==> config.mk <==
export PLATFORM = sky130hd
export DESIGN_NAME = multicycle_controller
export DESIGN_NICKNAME = d
export VERILOG_FILES = /design/src/rtl/multicycle_controller.sv
export SDC_FILE = /design/constraint.sdc
export NUM_CORES = 1
export LEC_CHECK = 0
export ABC_CLOCK_PERIOD_IN_PS = 3020
export BUFFER_PORTS_ARGS = -buffer_cell sky130_fd_sc_hd__buf_2
export CAP_MARGIN = 20
export CORE_ASPECT_RATIO = 1.2
export CORE_MARGIN = 10
export CORE_UTILIZATION = 30
export DETAILED_ROUTE_END_ITERATION = 7
export PLACE_DENSITY = 0.57
export SYNTH_ARGS = -nofsm -noshare
export SYNTH_HDL_FRONTEND = slang
export SYNTH_SLANG_ARGS = --single-unit
==> constraint.sdc <==
create_clock -name clk -period 3.02 [get_ports clk]
set_input_delay 0 -clock clk [delete_from_list [all_inputs] [get_ports clk]]
set_output_delay 0 -clock clk [all_outputs]
set_load 0.01 [all_outputs]
==> src/rtl/multicycle_controller.sv <==
// -----------------------------------------------------------------------------
// multicycle_controller
//   Moore-style control FSM for a multicycle RV32 subset datapath
//   (lw, sw, R-type, I-ALU, jal, beq). Datapath controls are decoded
//   combinationally from the state register. Two inputs also affect outputs:
//   mem_ready gates the fetch loads, and Zero gates the branch PC load. The
//   block also keeps a retired-instruction counter.
//
// Ports
//   clk        in   rising-edge clock
//   reset      in   asynchronous active-low reset (0 = reset)
//   op[6:0]    in   opcode field of the instruction register
//   Zero       in   ALU zero flag
//   mem_ready  in   memory access complete this cycle
//   PCWrite    out  PC load enable
//   AdrSrc     out  memory address select (0 = PC, 1 = ALUOut)
//   MemWrite   out  memory write strobe
//   IRWrite    out  instruction/OldPC load enable
//   ResultSrc  out  result mux (00 ALUOut, 01 read data, 10 ALU result)
//   ALUSrcA    out  ALU A select (00 PC, 01 OldPC, 10 rs1)
//   ALUSrcB    out  ALU B select (00 rs2, 01 imm, 10 const 4)
//   ALUOp      out  00 add, 01 sub, 10 funct decode
//   ImmSrc     out  immediate format (00 I, 01 S, 10 B, 11 J)
//   RegWrite   out  register file write enable
//   retire     out  one-cycle pulse on instruction completion
//   illegal    out  one-cycle pulse on an unsupported opcode
//   instret    out  retired instruction count (wraps silently)
//   state      out  current FSM state (debug)
// -----------------------------------------------------------------------------
module multicycle_controller (
  input  logic        clk,
  input  logic        reset,
  input  logic [6:0]  op,
  input  logic        Zero,
  input  logic        mem_ready,
  output logic        PCWrite,
  output logic        AdrSrc,
  output logic        MemWrite,
  output logic        IRWrite,
  output logic [1:0]  ResultSrc,
  output logic [1:0]  ALUSrcA,
  output logic [1:0]  ALUSrcB,
  output logic [1:0]  ALUOp,
  output logic [1:0]  ImmSrc,
  output logic        RegWrite,
  output logic        retire,
  output logic        illegal,
  output logic [31:0] instret,
  output logic [3:0]  state
);

  typedef enum logic [3:0] {
    S_FETCH    = 4'd0,
    S_DECODE   = 4'd1,
    S_MEMADR   = 4'd2,
    S_MEMREAD  = 4'd3,
    S_MEMWB    = 4'd4,
    S_MEMWRITE = 4'd5,
    S_EXECUTER = 4'd6,
    S_ALUWB    = 4'd7,
    S_EXECUTEI = 4'd8,
    S_JAL      = 4'd9,
    S_BEQ      = 4'd10
  } state_t;

  localparam logic [6:0] OP_LW   = 7'b0000011;
  localparam logic [6:0] OP_SW   = 7'b0100011;
  localparam logic [6:0] OP_RTYP = 7'b0110011;
  localparam logic [6:0] OP_IALU = 7'b0010011;
  localparam logic [6:0] OP_JAL  = 7'b1101111;
  localparam logic [6:0] OP_BEQ  = 7'b1100011;

  state_t      state_q, state_d;
  logic [31:0] instret_q, instret_d;

  // Raw strobes before reset gating
  logic pc_we, mem_we, ir_we, rf_we, retire_raw, illegal_raw;

  always_comb begin
    state_d     = state_q;
    pc_we       = 1'b0;
    mem_we      = 1'b0;
    ir_we       = 1'b0;
    rf_we       = 1'b0;
    retire_raw  = 1'b0;
    illegal_raw = 1'b0;
    AdrSrc      = 1'b0;
    ResultSrc   = 2'b00;
    ALUSrcA     = 2'b00;
    ALUSrcB     = 2'b00;
    ALUOp       = 2'b00;

    case (state_q)
      S_FETCH: begin
        ALUSrcB   = 2'b10;
        ResultSrc = 2'b10;
        ir_we     = mem_ready;
        pc_we     = mem_ready;
        if (mem_ready) state_d = S_DECODE;
      end
      S_DECODE: begin
        ALUSrcA = 2'b01;
        ALUSrcB = 2'b01;
        case (op)
          OP_LW, OP_SW: state_d = S_MEMADR;
          OP_RTYP:      state_d = S_EXECUTER;
          OP_IALU:      state_d = S_EXECUTEI;
          OP_JAL:       state_d = S_JAL;
          OP_BEQ:       state_d = S_BEQ;
          default: begin
            state_d     = S_FETCH;
            illegal_raw = 1'b1;
          end
        endcase
      end
      S_MEMADR: begin
        ALUSrcA = 2'b10;
        ALUSrcB = 2'b01;
        state_d = (op == OP_LW) ? S_MEMREAD : S_MEMWRITE;
      end
      S_MEMREAD: begin
        AdrSrc = 1'b1;
        if (mem_ready) state_d = S_MEMWB;
      end
      S_MEMWB: begin
        ResultSrc  = 2'b01;
        rf_we      = 1'b1;
        retire_raw = 1'b1;
        state_d    = S_FETCH;
      end
      S_MEMWRITE: begin
        // Strobe is held across stalls; the store only retires on the
        // cycle the memory accepts it.
        AdrSrc     = 1'b1;
        mem_we     = 1'b1;
        retire_raw = mem_ready;
        if (mem_ready) state_d = S_FETCH;
      end
      S_EXECUTER: begin
        ALUSrcA = 2'b10;
        ALUOp   = 2'b10;
        state_d = S_ALUWB;
      end
      S_EXECUTEI: begin
        ALUSrcA = 2'b10;
        ALUSrcB = 2'b01;
        ALUOp   = 2'b10;
        state_d = S_ALUWB;
      end
      S_ALUWB: begin
        rf_we      = 1'b1;
        retire_raw = 1'b1;
        state_d    = S_FETCH;
      end
      S_JAL: begin
        // jal retires later in ALUWB when the link register is written
        ALUSrcA = 2'b01;
        ALUSrcB = 2'b10;
        pc_we   = 1'b1;
        state_d = S_ALUWB;
      end
      S_BEQ: begin
        ALUSrcA    = 2'b10;
        ALUOp      = 2'b01;
        pc_we      = Zero;
        retire_raw = 1'b1;
        state_d    = S_FETCH;
      end
      default: state_d = S_FETCH;
    endcase
  end

  // Immediate format depends only on the opcode, independent of state
  always_comb begin
    case (op)
      OP_SW:   ImmSrc = 2'b01;
      OP_BEQ:  ImmSrc = 2'b10;
      OP_JAL:  ImmSrc = 2'b11;
      default: ImmSrc = 2'b00;
    endcase
  end

  // While reset is held the state reads FETCH, whose PCWrite/IRWrite follow
  // mem_ready; gating with reset keeps every strobe quiet during reset.
  assign PCWrite  = pc_we       & reset;
  assign MemWrite = mem_we      & reset;
  assign IRWrite  = ir_we       & reset;
  assign RegWrite = rf_we       & reset;
  assign retire   = retire_raw  & reset;
  assign illegal  = illegal_raw & reset;

  assign instret_d = instret_q + {31'd0, retire_raw};

  always_ff @(posedge clk or negedge reset) begin
    if (!reset) begin
      state_q   <= S_FETCH;
      instret_q <= 32'd0;
    end else begin
      state_q   <= state_d;
      instret_q <= instret_d;
    end
  end

  assign instret = instret_q;
  assign state   = state_q;

endmodule
==> results of run 1 <==
[worst max path at each step]
stage                     slack (ps)                    end  depth (start not counted)
after floorplan                  530  instret[30]$_DFF_PN0_                         12
after global placement           560  instret[30]$_DFF_PN0_                         10
after detailed placement         480  instret[30]$_DFF_PN0_                          9
after CTS                        440  instret[30]$_DFF_PN0_                          9
after global routing             210  instret[24]$_DFF_PN0_                          9
final                            470  instret[30]$_DFF_PN0_                          9
[registers in the layout, summed over array words and instances (netlist names)]
name	cells
instret	32
state	4
[metal layers]
layer | routed length [um] | global-route usage [%] | vias to the layer above
met5 | 0 | 0 | -
met4 | 44 | 3.26 | 0
met3 | 474 | 4.57 | 6
met2 | 2370 | 16.1 | 58
met1 | 2190 | 11.2 | 809
li1 | - | - | 858
[cell type report]
cell class | count | area [um2]
clock buffers | 5 | 68.8
clock inverters | 3 | 42.5
fillers | 660 | 3920
inverters | 7 | 26.3
multi-input cells | 156 | 1020
flip-flops and latches | 36 | 901
well taps | 85 | 106
repair buffers | 68 | 355
[logic make-up (layout without fill, tap and decap cells)]
logic type / after synthesis / in the layout / share of synthesized area (%)
simple gates: 95 / 95 / 26.8
flops: 36 / 36 / 45.2
xor+xnor: 32 / 32 / 14.4
compound gates: 27 / 27 / 8.91
buf+inv: 16 / 83 / 3.45
fa+ha+maj: 2 / 2 / 1.25
[metrics by stage]
stage | power, uW | cells | utilization [%] | area [um2]
final | 1180 | 360 | 39.2 | 2520
after global routing | 1250 | 360 | 39.2 | 2520
after CTS | 1210 | 360 | 39.2 | 2520
after detailed placement | 778 | 351 | 37.3 | 2400
after global placement | 778 | 351 | 37.3 | 2400
after floorplan | 669 | 208 | - | 1990
[cell usage in the layout (no fill, tap or decap), drive strengths merged, types with 6 or more instances in the layout]
cell type,Yosys,layout
a21oi,7,7
and3,6,6
buf,2,67
dfrtp,36,36
inv,7,7
nand2,23,23
nand3,14,14
nand4,8,8
nor2,14,14
nor3,11,11
o21ai,6,6
xnor2,20,20
xor2,12,12
[critical path, cell delays in order (launching register included)]
cell and delay [ps]:
dfrtp_1 650, and3_1 250, a21o_1 100, ha_1 190, ha_1 220, nand4_1 160
nor3_1 280, and2_1 300, nand4_1 140, xnor2_1 140
[power by group]
part | leakage, uW | switching, uW | total [uW] | internal (uW)
Sequential | 0.000497 | 28.2 | 537 | 508
Combinational | 0.000790 | 137 | 227 | 90.0
Clock | 0.0000541 | 177 | 422 | 244
Total | 0.00134 | 342 | 1180 | 843
[timing repair]
action                     in CTS  in global routing
hold endpoints to repair       29                  0
hold buffers                    1                  0
setup endpoints to repair       0                  0
gates resized for setup         0                  0
==> metrics, run 1 <==
outcome=finished clean; Vias=1,731; I/O Pins=64; hold_sp=op[4]; cell taking the most area after synthesis=dfrtp_1; Final nets=287; share of the synthesized area in the top cell type=45.2%; setup TNS=0 ps; static leakage=0.00134 uW; CP required=3190 ps; # DRC=0; die width=94.4 um; Worst IR Drop VDD=0.000205 V; Hold Crit Class=in -> reg; setup bufs post-CTS=0; Layout Skew=6.37 ps; Final min period=2550 ps; RSZ-0062 raised after global routing=no; Wirelength per Cell=~14 um; number of global-route vias before repair=1,774; Synth Net Count=221; Critical Path Source Type=register; Netlist cell types=44; cts bufs inserted=5; IO buf count=63; overall routing resource usage=9.86%; Slew HR=68.7%; first-pass detailed-route iteration total=4; cell count after synthesis=between 200 and 250; count of final hold-check violations=0; Setup violations, final=0; Final WS setup=473 ps; reg2reg end=instret[30]$_DFF_PN0_; Hold EP=state[3]$_DFFE_PN0P_; Max Fclk=just under 0.4 GHz; Starting Density=a little under a third; Pwr per Cell Area=around 470 mW/mm2; CTS tree=built; layout cells sized above 1=30.5%; period utilization=84.3%; Final Slew Violations=0; Die Y=about 110 um; crit path max fanout=16; largest net degree at the start of global routing=30; antenna-violating nets left=0; DR iter-0 viols=39; FFs w/ async S/R, synth=100%; Placer Congestion=between 0.8 and 0.9; WL final=5070 um; worst-margin pin slew=roughly 460 ps; Hold Crit Depth=3; die area=0.0103 mm2; Max Cap Violations=0; FP Rows=32; worst slack, placed=approximately 480 ps; worst r2r src=state[3]$_DFFE_PN0P_; Crit. End Element=register; R2R Setup Slk=470 ps; CP Class=reg -> reg; clk root buf=clkbuf_8; Setup crit start=state[3]$_DFFE_PN0P_; Worst R2R Path Depth=9; Synth top cells by count=36 x dfrtp_1, 23 x nand2_1, 19 x xnor2_1; Area growth, synth to finish=26.6%; H-tree levels=2; clock-pin slew on the worst setup and hold paths=70 ps; Mapped Area=approximately 0.002 mm2; total gr overflow=0; count leader, synth=dfrtp_1; top cells by area, synth=dfrtp_1 45%, xnor2_1 8.3%, xor2_1 5.3%; initial antenna violation count=0; Most used DFF post-synth=dfrtp_1; Hold WS=between 100 and 150 ps; Worst-Skew Late Latency=290 ps; Seq cells post-synth=36; Syn. warnings=0; number of flops mapped to enable cells by yosys=0; post-DP HPWL=just under 4000 um; Via density=4.81; post-synthesis sequential area ratio=45.2%; CTS sink cnt=36; n_diodes=0; Clock Tree Buf Depth=2; critical path arrival=~2700 ps; syn avg cell area=9.59 um2; first-pass GRT wire length=8350 um; core area=0.00645 mm2
(Power assumes the default switching activity.)
==> run 2: changes to the inputs <==
--- a/config.mk
+++ b/config.mk
@@ -5,14 +5,15 @@
 export SDC_FILE = /design/constraint.sdc
 export NUM_CORES = 1
 export LEC_CHECK = 0
-export ABC_CLOCK_PERIOD_IN_PS = 3020
+export ABC_AREA = 1
+export ABC_CLOCK_PERIOD_IN_PS = 2200
 export BUFFER_PORTS_ARGS = -buffer_cell sky130_fd_sc_hd__buf_2
 export CAP_MARGIN = 20
 export CORE_ASPECT_RATIO = 1.2
 export CORE_MARGIN = 10
 export CORE_UTILIZATION = 30
 export DETAILED_ROUTE_END_ITERATION = 7
-export PLACE_DENSITY = 0.57
+export PLACE_DENSITY = 0.58
 export SYNTH_ARGS = -nofsm -noshare
 export SYNTH_HDL_FRONTEND = slang
 export SYNTH_SLANG_ARGS = --single-unit
==> constraint.sdc (replaced) <==
create_clock -name clk -period 2.2 [get_ports clk]
set_input_delay 0 -clock clk [delete_from_list [all_inputs] [get_ports clk]]
set_output_delay 0 -clock clk [all_outputs]
set_load 0.01 [all_outputs]
==> run 2 against run 1 <==
  * Utilization rose by 2.1 points
  * Via count rose by 33%
  * Die area rose by 10%
  * Sequential power rose by 49%
  * Critical path type unchanged
  * Largest power group unchanged
==> metrics, run 2 <==
Setup violations, final=0; overall routing resource usage=11.9%; number of global-route vias before repair=2,435; # DRC=0; Seq cells post-synth=36; CP required=2370 ps; Crit. End Element=register; Worst-Skew Late Latency=290 ps; count leader, synth=nand2_1; WL final=6710 um; Placer Congestion=0.889; post-synthesis sequential area ratio=between 40% and 50%; Pwr Total=1810 uW; Final nets=421; I/O Pins=64; number of flops mapped to enable cells by yosys=0; share of the synthesized area in the top cell type=40.0%; count of final hold-check violations=0; cell count after synthesis=315; Worst R2R Path Depth=11; Synth Net Count=328; clock-pin slew on the worst setup and hold paths=70 ps; Slowest cell on crit path=dfrtp_2; H-tree levels=2; switching share of power=between 30% and 40%; period utilization=between 90% and 100%; first-pass GRT wire length=approximately 11,000 um; Syn. warnings=0; Final min period=2150 ps; largest net degree at the start of global routing=38; Critical Path Source Type=register; Hold Crit Depth=4; syn avg cell area=7.15 um2; worst-margin pin slew=466 ps; Worst IR Drop VDD=0.000418 V; Wirelength per Cell=13.5 um; die area=0.0114 mm2; Most used DFF post-synth=dfrtp_1; max FFs per register=32; Layout Skew=5.84 ps; Via density=between 4 and 5; Max Cap Violations=0; first-pass detailed-route iteration total=4; Fillers=782; clk root buf=clkbuf_8; Starting Density=31.0%; power share of the clock group=between 20% and 30%; antenna-violating nets left=0; Cell Chain, Critical Path=inv_2 > nor2_4 > nand2_2 > o211ai_1 > ha_2 > buf_4 > nand3_4 > nor2_4 > nand2_4 > buf_4 > xor2_1; Synth top cells by count=109 x nand2_1, 43 x inv_1, 40 x nor2_1; Die Y=115 um; Mapped Area=approximately 0.0023 mm2; Netlist cell types=24; initial antenna violation count=0; commonest non-fill, non-tap cells in the layout=107 x nand2_1, 63 x buf_2, 40 x inv_1; FFs w/ async S/R, synth=100%; critical path arrival=2320 ps; internal power=1180 uW; Area growth, synth to finish=33.2%; crit path max fanout=6; setup TNS=0 ps; Vias=2,310; IO buf count=63; top cells by area, synth=dfrtp_1 40%, nand2_1 18%, inv_1 7.2%; Max Fclk=0.466 GHz; Slew HR=68.9%; die width=99.1 um; n_diodes=0; CTS sink cnt=36; switching power=631 uW; cts bufs inserted=5; CP max stage delay=450 ps; FP Rows=34; most common cell after layout, fill and taps aside=nand2_1; post-DP HPWL=around 5400 um; core area=between 0.007 and 0.008 mm2; cell taking the most area after synthesis=dfrtp_1; Hold Crit Class=in -> reg; CP Class=reg -> reg; CTS tree=built; DR iter-0 viols=70; layout cells sized above 1=between 20 and 30%; Flop pwr share=between 40 and 50%; combinational share of power=31.3%; Final Slew Violations=0; static leakage=0.00163 uW; total gr overflow=0; RSZ-0062 raised after global routing=yes; outcome=finished clean; Clock Tree Buf Depth=2; Pwr per Cell Area=604 mW/mm2
==> run 2: cell types whose count changed after synthesis, moves of 6 or more <==
| cell | previous run | this run |
|---|---|---|
| clkbuf_1 | 7 | 0 |
| nand3b_1 | 0 | 7 |
| a21oi_1 | 7 | 0 |
| nand3_1 | 11 | 17 |
| nor2_1 | 14 | 40 |
| xnor2_1 | 19 | 3 |
| inv_1 | 7 | 43 |
| nand2_1 | 23 | 109 |
| and3_1 | 6 | 0 |
==> run 2: kinds of logic after synthesis <==
| family | Yosys count | share of synthesized area (%) |
|---|---|---|
| adders and majority gates | 2 | 1.11 |
| DFF | 36 | 40.0 |
| AOI/OAI and AO/OA | 11 | 2.89 |
| and+or+nand+nor | 207 | 42.6 |
| buffers and inverters | 43 | 7.17 |
| xor gates and xnor gates | 16 | 6.22 |
==> run 2: critical path, delay by kind of cell, from the launching register on <==
kind                     cells  cell delay (ps)
adder cells (fa/ha/maj)      1              250
AO/OA/AOI/OAI                1              230
AND/OR/NAND/NOR              5              610
flip-flops                   1              450
XOR/XNOR                     1              130
buffers and inverters        3              360
==> run 2: worst paths after layout <==
| path | start | to | slack, ps |
|---|---|---|---|
| worst max-delay path | state[0]$_DFFE_PN0P_ | instret[9]$_DFF_PN0_ | 50 |
| worst min-delay path | op[4] | state[1]$_DFFE_PN0P_ | 100 |
| worst max register to register | state[0]$_DFFE_PN0P_ | instret[9]$_DFF_PN0_ | 50 |
| worst min register to register | instret[31]$_DFF_PN0_ | instret[31]$_DFF_PN0_ | 510 |
| max in group asynchronous | reset | state[1]$_DFFE_PN0P_ | 1490 |
| min in group asynchronous | reset | instret[20]$_DFF_PN0_ | 370 |
==> run 2: final cells by class <==
class	count	area, um2	area share [%]
Clock inverter	1	5.00	0.167
Sequential cell	36	903	30.1
Inverter	43	161	5.38
Tap cell	90	113	3.75
Clock buffer	6	72.6	2.42
Timing Repair Buffer	86	493	16.4
Multi-Input combinational cell	236	1250	41.7
==> run 2: per-layer routing <==
metal / track usage (%) / up-vias / routed length, um
met2: 20.7 / 70 / 3200
met3: 4.26 / 10 / 505
met1: 13.3 / 1062 / 2890
li1: - / 1168 / -
met5: 0 / - / 0
met4: 3.64 / 0 / 117
==> run 2: per-stage QoR <==
step	utilization, %	cell area (um2)	hold slack (ps)	worst slack (ps)	std cells
after floorplan	-	2250	-296	19.9	315
after global placement	37.8	2750	90.3	44.6	477
after detailed placement	37.8	2750	100	-90.2	477
after CTS	39.7	2890	82.4	2.50	490
after global routing	41.2	3000	131	-133	498
final	41.2	3000	95.8	53.9	498
==> run 2: what timing repair did <==
| action | 4_1_cts | 5_1_grt |
|---|---|---|
| endpoints found under the hold margin | 37 | 0 |
| gates resized for setup | 6 | 15 |
| pin swaps | 4 | 9 |
| endpoints found under the setup margin | 10 | 21 |
| hold buffers | 2 | 0 |
| setup buffers | 4 | 8 |
==> run 2: power groups by stage <==
stage                     registers, uW  clock network (uW)  logic, uW
after floorplan                     819                   0        229
after global placement              800                   0        504
after detailed placement            805                   0        498
after CTS                           790                 464        545
after global routing                813                 487        636
final                               802                 444        567
==> run 3: changes to the inputs <==
--- a/config.mk
+++ b/config.mk
@@ -13,7 +13,7 @@
 export CORE_MARGIN = 10
 export CORE_UTILIZATION = 30
 export DETAILED_ROUTE_END_ITERATION = 7
-export PLACE_DENSITY = 0.58
+export PLACE_DENSITY = 0.59
 export SYNTH_ARGS = -nofsm -noshare
 export SYNTH_HDL_FRONTEND = slang
 export SYNTH_SLANG_ARGS = --single-unit
==> run 3 against run 2 <==
  * Maximum frequency is 1.2% lower
  * Register-to-register slack got worse by 30 ps
  * Sequential power barely moved
  * Utilization rose by 0.81 points
  * Global-route usage is 0.56 points lower
  * Combinational power rose by 7.8%
  * Via count increased by 0.78%
  * Largest cell class unchanged
  * Cell count rose by 0.80%
  * First-iteration DRC count rose by 39%
  * Setup slack worse by 26 ps
  * Design area is 2.0% higher
==> metrics, run 3 (synthesis gave the netlist of run 2 again) <==
antenna-violating nets left=0; Max Cap Violations=0; Layout Cells excl Fill=about 500; Clock Tree Buf Depth=2; Vias=around 2,300; Fillers=770; Max Fclk=0.460 GHz; Worst IR Drop VDD=0.000396 V; clk root buf=clkbuf_8; largest net degree at the start of global routing=38; static leakage=0.00166 uW; Hold WS=114 ps; post-DP HPWL=5390 um; dpl cell area=around 0.0028 mm2; I/O Pins=64; max FFs per register=32; setup TNS=0 ps; # DRC=0; layout cells sized above 1=between 30 and 40%; Starting Density=31.0%; first-pass detailed-route iteration total=4; R2R Setup Slk=30 ps; worst-margin pin slew=475 ps; FP Rows=34; RSZ-0062 raised after global routing=yes; Placer Congestion=0.911; Via density=4.64; Final WS setup=27.6 ps; number of global-route vias before repair=2,311; Final min period=2170 ps; CTS tree=built; Final Slew Violations=0; Layout Skew=6.49 ps; Area growth, synth to finish=35.8%; Worst R2R Path Depth=12; Hold Crit Class=in -> reg; Wirelength per Cell=13.3 um; Slew HR=68.4%; crit path max fanout=5; Hold Crit Depth=4; count of final hold-check violations=0; DR iter-0 viols=97; H-tree levels=2; CP Class=reg -> reg; die width=99.1 um; footprint of the multi-input gates=0.00125 mm2; die area=0.0114 mm2; overall routing resource usage=11.3%; n_diodes=0; outcome=finished clean; total gr overflow=0; CP required=about 2400 ps; Worst-Skew Late Latency=290 ps; worst slack, placed=-9.97 ps; initial antenna violation count=0; final non-filler cell area=0.00306 mm2; most common cell after layout, fill and taps aside=nand2_1; Critical Path Source Type=register; Setup violations, final=0; CTS sink cnt=36; Crit. End Element=register; cts bufs inserted=5; Final nets=roughly 430; core area=0.00727 mm2; Die Y=115 um; first-pass GRT wire length=10,600 um; placed insts=478; clock-pin slew on the worst setup and hold paths=70 ps; WL final=6660 um; IO buf count=63; period utilization=98.7%; Pwr per Cell Area=627 mW/mm2; Seq. cell area=903 um2; commonest non-fill, non-tap cells in the layout=106 x nand2_1, 63 x buf_2, 40 x inv_1; critical path arrival=2390 ps
run 3: cell count changes in the layout (fill, tap and decap cells not counted), sizes merged:
cell,before,now
clkinv,1,0
clkbuf,6,7
buf,84,88
run 3: repair_timing:
action,4_1_cts,5_1_grt
buffers inserted,1,14
gates cloned,0,0
gates resized for setup,1,24
endpoints found under the setup margin,3,18
hold buffers,2,0
endpoints found under the hold margin,37,0
pin swaps,0,13
run 3: area by class of cell:
type / count / area share (%)
well taps: 90 / 3.68
inverters: 43 / 5.28
repair buffers: 90 / 17.3
clock buffers: 7 / 3.15
multi-input cells: 236 / 41.0
flip-flops and latches: 36 / 29.5
run 3: final timing paths:
| path | startpoint | end |
|---|---|---|
| worst min register to register | instret[31]$_DFF_PN0_ | instret[31]$_DFF_PN0_ |
| worst min-delay path | op[4] | state[1]$_DFFE_PN0P_ |
| max in group asynchronous | reset | state[1]$_DFFE_PN0P_ |
| worst max register to register | state[0]$_DFFE_PN0P_ | instret[13]$_DFF_PN0_ |
| worst max-delay path | state[0]$_DFFE_PN0P_ | instret[13]$_DFF_PN0_ |
| min in group asynchronous | reset | instret[0]$_DFF_PN0_ |
run 3: critical path: stages (launching register included):
cell and delay [ps]:
dfrtp_2 440, inv_2 70, nor2_4 120, nand2_2 60, o211ai_1 230, ha_2 260, buf_6 110, nand3_4 100
nor2_4 210, nand2_4 100, nor2_4 160, buf_6 110, xor2_1 130
run 3: stage by stage:
| stage | util [%] | total power [uW] |
|---|---|---|
| 6_report | 42.1 | 1920 |
| 3_5_place_dp | 37.9 | 1310 |
| 2_1_floorplan | - | 1050 |
| 3_3_place_gp | 37.9 | 1310 |
| 4_1_cts | 39.6 | 1840 |
| 5_1_grt | 42.1 | 2050 |
run 3: routing by layer:
layer | up-vias | global-route usage, % | share of wire [%]
met4 | 0 | 3.64 | 1.2
met1 | 1065 | 12.4 | 42
met5 | - | 0 | 0
met2 | 70 | 20.2 | 49
li1 | 1187 | - | -
met3 | 6 | 3.72 | 7.7
run 3: power by group:
group / leakage [uW] / internal [uW] / total [uW] / switching, uW
clock network: 0.0000503 / 279 / 505 / 226
logic: 0.00114 / 284 / 611 / 328
registers: 0.000477 / 715 / 803 / 87.5
total: 0.00166 / 1280 / 1920 / 641
